### config.mk
export PLATFORM = sky130hd
export DESIGN_NAME = fact_ctrl_flat
export DESIGN_NICKNAME = d
export VERILOG_FILES = /design/src/rtl/fact_ctrl_if.sv /design/src/rtl/fact_ctrl.sv /design/src/flat_wrapper.sv
export SDC_FILE = /design/constraint.sdc
export NUM_CORES = 1
export LEC_CHECK = 0
export BUFFER_PORTS_ARGS = -buffer_cell sky130_fd_sc_hd__clkbuf_2
export CAP_MARGIN = 0
export CORE_AREA = 10 10 47 49
export CTS_CLUSTER_DIAMETER = 30
export DETAILED_ROUTE_END_ITERATION = 16
export DIE_AREA = 0 0 57 59
export PLACE_DENSITY_LB_ADDON = 0.05
export SLEW_MARGIN = 5
export SYNTH_ARGS = -nofsm -noshare
export SYNTH_HDL_FRONTEND = slang
export SYNTH_SLANG_ARGS = --single-unit
### constraint.sdc
create_clock -name clk -period 2 [get_ports clk]
set_input_delay 0.3 -clock clk [delete_from_list [all_inputs] [get_ports clk]]
set_output_delay 0.3 -clock clk [all_outputs]
set_load 0.01 [all_outputs]
### src/rtl/fact_ctrl_if.sv
// Handshake/bus bundle between the factorial controller and its
// register decode + datapath. master = decode/datapath side, slave = fact_ctrl.
interface fact_ctrl_if #(
   parameter int NW = 4
);
   logic          go;
   logic [NW-1:0] n;
   logic          cnt_gt1;
   logic          mul_done;
   logic          ld_cnt;
   logic          ld_prod;
   logic          init_prod;
   logic          dec_cnt;
   logic          mul_start;
   logic          busy;
   logic          done;
   logic          err;
   logic [2:0]    state;

   modport master (
      output go, n, cnt_gt1, mul_done,
      input  ld_cnt, ld_prod, init_prod, dec_cnt,
      input  mul_start, busy, done, err, state
   );

   modport slave (
      input  go, n, cnt_gt1, mul_done,
      output ld_cnt, ld_prod, init_prod, dec_cnt,
      output mul_start, busy, done, err, state
   );
endinterface

### src/rtl/fact_ctrl.sv
// Factorial accelerator control FSM: edge-detects go, range-checks n,
// sequences load / multiply / decrement until the counter reaches 1.
// Ports: clk, rst (sync, active-low), f (fact_ctrl_if.slave):
//   in  go, n, cnt_gt1, mul_done
//   out ld_cnt, ld_prod, init_prod, dec_cnt, mul_start, busy, done, err, state
// Optional: define FACT_CTRL_TIMEOUT_EN for a multiplier watchdog in WAIT.
module fact_ctrl #(
   parameter int NW      = 4,
   parameter int MAX_N   = 12,
   parameter int TIMEOUT = 64
) (
   input  logic        clk,
   input  logic        rst,
   fact_ctrl_if.slave  f
);

   typedef enum logic [2:0] {
      IDLE   = 3'd0,
      LOAD   = 3'd1,
      CHECK  = 3'd2,
      MUL    = 3'd3,
      WAIT   = 3'd4,
      UPDATE = 3'd5
   } state_t;

   state_t      st;
   state_t      nxt;
   logic        go_q;
   logic        done;
   logic        done_n;
   logic        err;
   logic        err_n;
   logic        start;
   logic        n_big;
   logic [31:0] n32;

   assign start = f.go & ~go_q;
   assign n32   = 32'(f.n);
   assign n_big = n32 > 32'(MAX_N);

`ifdef FACT_CTRL_TIMEOUT_EN
   localparam int TW = $clog2(TIMEOUT + 1);
   localparam logic [TW-1:0] TLAST = TW'(TIMEOUT - 1);
   logic [TW-1:0] tcnt;

   // Held at zero outside WAIT, so it is already clear on entry.
   always_ff @(posedge clk) begin
      if (!rst) begin
         tcnt <= '0;
      end else if (st != WAIT) begin
         tcnt <= '0;
      end else begin
         tcnt <= tcnt + 1'b1;
      end
   end
`endif

   // go_q resets high so a go held through reset is not seen as an edge.
   always_ff @(posedge clk) begin
      if (!rst) begin
         st   <= IDLE;
         go_q <= 1'b1;
         done <= 1'b0;
         err  <= 1'b0;
      end else begin
         st   <= nxt;
         go_q <= f.go;
         done <= done_n;
         err  <= err_n;
      end
   end

   always_comb begin
      nxt         = st;
      done_n      = done;
      err_n       = err;
      f.ld_cnt    = 1'b0;
      f.ld_prod   = 1'b0;
      f.init_prod = 1'b0;
      f.dec_cnt   = 1'b0;
      f.mul_start = 1'b0;
      unique case (st)
         IDLE: begin
            if (start) begin
               done_n = 1'b0;
               err_n  = 1'b0;
               if (n_big) begin
                  err_n = 1'b1;
               end else begin
                  nxt = LOAD;
               end
            end
         end
         LOAD: begin
            f.ld_cnt    = 1'b1;
            f.ld_prod   = 1'b1;
            f.init_prod = 1'b1;
            nxt         = CHECK;
         end
         CHECK: begin
            if (f.cnt_gt1) begin
               nxt = MUL;
            end else begin
               nxt    = IDLE;
               done_n = 1'b1;
            end
         end
         MUL: begin
            f.mul_start = 1'b1;
            nxt         = WAIT;
         end
         WAIT: begin
            if (f.mul_done) begin
               nxt = UPDATE;
`ifdef FACT_CTRL_TIMEOUT_EN
            end else if (tcnt == TLAST) begin
               err_n = 1'b1;
               nxt   = IDLE;
`endif
            end
         end
         UPDATE: begin
            f.ld_prod = 1'b1;
            f.dec_cnt = 1'b1;
            nxt       = CHECK;
         end
         default: begin
            nxt = IDLE;
         end
      endcase
   end

   assign f.busy  = (st != IDLE);
   assign f.done  = done;
   assign f.err   = err;
   assign f.state = st;

endmodule

### src/flat_wrapper.sv
// flat-port wrapper written by rule: the top's interface ports become plain ports
module fact_ctrl_flat 
#(
   parameter int NW      = 4,
   parameter int MAX_N   = 12,
   parameter int TIMEOUT = 64
)
  (clk, rst, f_go, f_n, f_cnt_gt1, f_mul_done, f_ld_cnt, f_ld_prod, f_init_prod, f_dec_cnt, f_mul_start, f_busy, f_done, f_err, f_state);
  fact_ctrl_if #(.NW(NW)) f_i ();
  input  logic clk;
  input  logic rst;
  input wire logic [$bits(f_i.go)-1:0] f_go;
  input wire logic [$bits(f_i.n)-1:0] f_n;
  input wire logic [$bits(f_i.cnt_gt1)-1:0] f_cnt_gt1;
  input wire logic [$bits(f_i.mul_done)-1:0] f_mul_done;
  output wire logic [$bits(f_i.ld_cnt)-1:0] f_ld_cnt;
  output wire logic [$bits(f_i.ld_prod)-1:0] f_ld_prod;
  output wire logic [$bits(f_i.init_prod)-1:0] f_init_prod;
  output wire logic [$bits(f_i.dec_cnt)-1:0] f_dec_cnt;
  output wire logic [$bits(f_i.mul_start)-1:0] f_mul_start;
  output wire logic [$bits(f_i.busy)-1:0] f_busy;
  output wire logic [$bits(f_i.done)-1:0] f_done;
  output wire logic [$bits(f_i.err)-1:0] f_err;
  output wire logic [$bits(f_i.state)-1:0] f_state;
  assign f_i.go = f_go;
  assign f_i.n = f_n;
  assign f_i.cnt_gt1 = f_cnt_gt1;
  assign f_i.mul_done = f_mul_done;
  assign f_ld_cnt = f_i.ld_cnt;
  assign f_ld_prod = f_i.ld_prod;
  assign f_init_prod = f_i.init_prod;
  assign f_dec_cnt = f_i.dec_cnt;
  assign f_mul_start = f_i.mul_start;
  assign f_busy = f_i.busy;
  assign f_done = f_i.done;
  assign f_err = f_i.err;
  assign f_state = f_i.state;
  fact_ctrl #(.NW(NW), .MAX_N(MAX_N), .TIMEOUT(TIMEOUT)) u_core (.clk(clk), .rst(rst), .f(f_i));
endmodule
==> summary.txt <==
Detailed routing
  – Vias after detailed routing: between 300 and 400
  – Via-per-instance ratio: around 4.6
  – DR pass1 iterations: 3
  – Routed wire per std cell: approximately 13 um
  – Antenna-violating nets left: 0
  – 1st-iter DRT viols: 1
  – # DRC: 0
  – Final wirelength: 920 um

Setup path
  – RR Startpoint: u_core.f.state[2]$_SDFFE_PN0P_
  – Critical Path RT: approximately 1.7 ns
  – Crit start category: flop
  – CP Data Arrival Time: 1.23 ns
  – Most used cell, CP: and2b_1
  – Slowest stage delay, CP: 0.43 ns
  – Path depth of the worst reg2reg path: 3
  – Crit path kind: flop to output pin
  – CP cell instances: and2b_1 > and2b_1 > clkbuf_2
  – Terminus of the critical flop-to-flop path: u_core.f.state[0]$_SDFFE_PN0P_
  – Setup slack, reg-to-reg: roughly 0.90 ns
  – Worst-path fanout max: 8
  – Crit. End Element: output pin
  – CP max stage cell: dfxtp_1

Global routing
  – GRT Total Usage: 0.05676
  – Grt met1 use: 0.05981
  – Total global routing overflow: 0
  – Vias in the first global route: around 360
  – First-pass GRT wire length: 1538 um
  – Initial antenna violation count: 0
  – Gr busiest metal: met2
  – Grt met2 use: 0.08217
  – M3 GR Usage: 0.04077
  – Largest net degree at the start of global routing: 11

Floorplan
  – Die Outline Area: around 3400 um2
  – Core Region: about 1400 um2
  – Die X: between 50 and 60 um
  – Die height: approximately 59 um
  – I/O pin cnt: 20
  – Initial Utilization: 0.2143
  – Num rows: 14

Clocking
  – Hold-fix buffers, CTS: 0
  – Max Buffers Root-to-Sink: 2
  – Post-CTS resize count: 0
  – Root Driver: clkbuf_4
  – Num CTS Buffers: 3
  – CTS tree: yes
  – Htree depth: 1
  – # Post-CTS Setup Buffers: 0
  – Sink Count: 6
  – Clk Latency, worst-skew pair: roughly 0.24 ns
  – Worst-path clk slew: 0.05 ns

Yosys
  – Mean Syn Cell Area: around 9.4 um2
  – Post-Syn Nets: just over 40
  – Synth Register Bits: 6
  – Cell Area, Synth: about 300 um2
  – Register area share after synthesis: 0.4000
  – Synth cell types: 21
  – Post-Synthesis Cells: 32
  – Count of warnings emitted by yosys: 0

Final layout
  – Fillers: approximately 160
  – Layout cell share with drive strength beyond 1: 0.4340
  – Final non-filler cell total: 69
  – Nets: 64
  – Area delta synth->final: 43.33%
  – Fin area: 430.4 um2
  – Ant diodes: 0

Power
  – Pwr Density: between 600 and 700 nW/um2
  – Comb pwr share: 0.144
  – Sequential Power Share: 0.452
  – Clock power share: 0.404
  – Sw frac: 0.2508
  – Int Power: 0.2108 mW
  – P_sw: 0.07056 mW
  – Peak VDD IR: 229.5 uV
  – Leakage: roughly 0.24 nW
  – Total power: between 0.2 and 0.3 mW

Timing
  – Hold Slack: about 0.27 ns
  – Slew Viols, Final: 0
  – Relative slew margins: 0.7910
  – Min cycle time layout: about 1.5 ns
  – Clk_skew: between 0.002 and 0.0025 ns
  – RSZ-0062 raised after global routing: false
  – TNS Setup: 0 ns
  – Final setup fails: 0
  – Final period util: 0.7642
  – Final hold vios: 0
  – Slew at the pin closest to its max-slew limit: ~0.31 ns
  – Max frequency: about 650 MHz

Run status
  – Status: completed

Place
  – Placed cell area: roughly 410 um2
  – Number of port buffers: 19
  – Routability cong.: 0.6694
  – HPWL Detailed: ~760 um
  – Placed cells: 66

Min path
  – Hold worst-path end: u_core.go_q$_SDFF_PN1_
  – Hold Path Depth: 2
  – Min-delay src: f_go
  – Hold Crit Class: primary input to flop

Flow run
  – MaxCap Viol Count: 0
cell type report:
type	instances	area [um2]	share of cell area
clock buffers	3	22.52	0.05233
multi-input cells	25	172.7	0.4012
flip-flops and latches	6	120.1	0.2791
well taps	16	20.02	0.04651
repair buffers	19	95.09	0.2209
state kept, by name, summed over array words and instances (netlist names):
register and cells:
u_core.f.done 1, u_core.f.err 1, u_core.f.state 3, u_core.go_q 1
through the flow:
step	setup WS [ns]	utilization
5_1_grt	0.4256	0.3071
3_5_place_dp	0.7406	0.2911
3_3_place_gp	0.7885	0.2911
6_report	0.4716	0.3071
2_1_floorplan	0.6557	-
4_1_cts	0.4775	0.3071
routing by layer:
| layer | up-vias | share of wire | wire length [um] |
|---|---|---|---|
| met3 | 2 | 0.13 | 124 |
| met4 | 0 | 0.011 | 10 |
| li1 | 161 | - | - |
| met2 | 18 | 0.36 | 328 |
| met1 | 135 | 0.50 | 456 |
| met5 | - | 0 | 0 |
cell usage in the layout (no fill, tap or decap), types with 2 or more instances in the layout:
| cell type | count |
|---|---|
| and2_1 | 2 |
| clkbuf_2 | 19 |
| and2b_1 | 2 |
| nor2b_1 | 2 |
| nor2_1 | 3 |
| clkbuf_4 | 3 |
| a21oi_1 | 2 |
| dfxtp_1 | 6 |
critical path: cells and delay by family, from the launching register on:
family        cells  cell delay, ns
buf+inv           1            0.13
flops             1            0.43
simple gates      2            0.43
power by group through the flow:
stage | registers, mW | logic, mW | clock network, mW
finish | 0.127 | 0.0405 | 0.114
global route | 0.127 | 0.0458 | 0.124
CTS | 0.127 | 0.0413 | 0.114
detailed placement | 0.129 | 0.0412 | 0
global placement | 0.129 | 0.0410 | 0
floorplan | 0.130 | 0.0200 | 0
cells by family after synthesis:
logic type,after synthesis,share of synthesized area
AND/OR/NAND/NOR,16,0.3375
AO/OA/AOI/OAI,8,0.2042
flip-flops,6,0.4000
multiplexers,1,0.03333
buffers and inverters,1,0.02501
synthesized netlist by cell type:
library cell	count	area, um2
dfxtp_1	6	120.1
nor2_1	3	11.26
a21oi_1	2	10.01
and2_1	2	12.51
and2b_1	2	15.01
nor2b_1	2	12.51
a211o_1	1	8.760
a211oi_1	1	7.510
a32oi_1	1	8.760
and3b_1	1	8.760
buf_4	1	7.510
mux2i_1	1	10.01
nand2_1	1	3.750
nand2b_1	1	6.260
nand3_1	1	5.000
nor3b_2	1	12.51
o2111ai_1	1	8.760
o211a_1	1	10.01
o211ai_1	1	7.510
or2b_1	1	7.510
or3_1	1	6.260
how the worst max path moves through the flow:
stage,depth (start not counted),to,start
finish,3,f_init_prod,u_core.f.state[1]$_SDFFE_PN0P_
global route,3,f_init_prod,u_core.f.state[0]$_SDFFE_PN0P_
CTS,3,f_init_prod,u_core.f.state[1]$_SDFFE_PN0P_
detailed placement,3,f_init_prod,u_core.f.state[1]$_SDFFE_PN0P_
global placement,3,f_ld_cnt,u_core.f.state[1]$_SDFFE_PN0P_
floorplan,3,f_ld_cnt,u_core.f.state[1]$_SDFFE_PN0P_
Power figures use the tool's default switching activity.
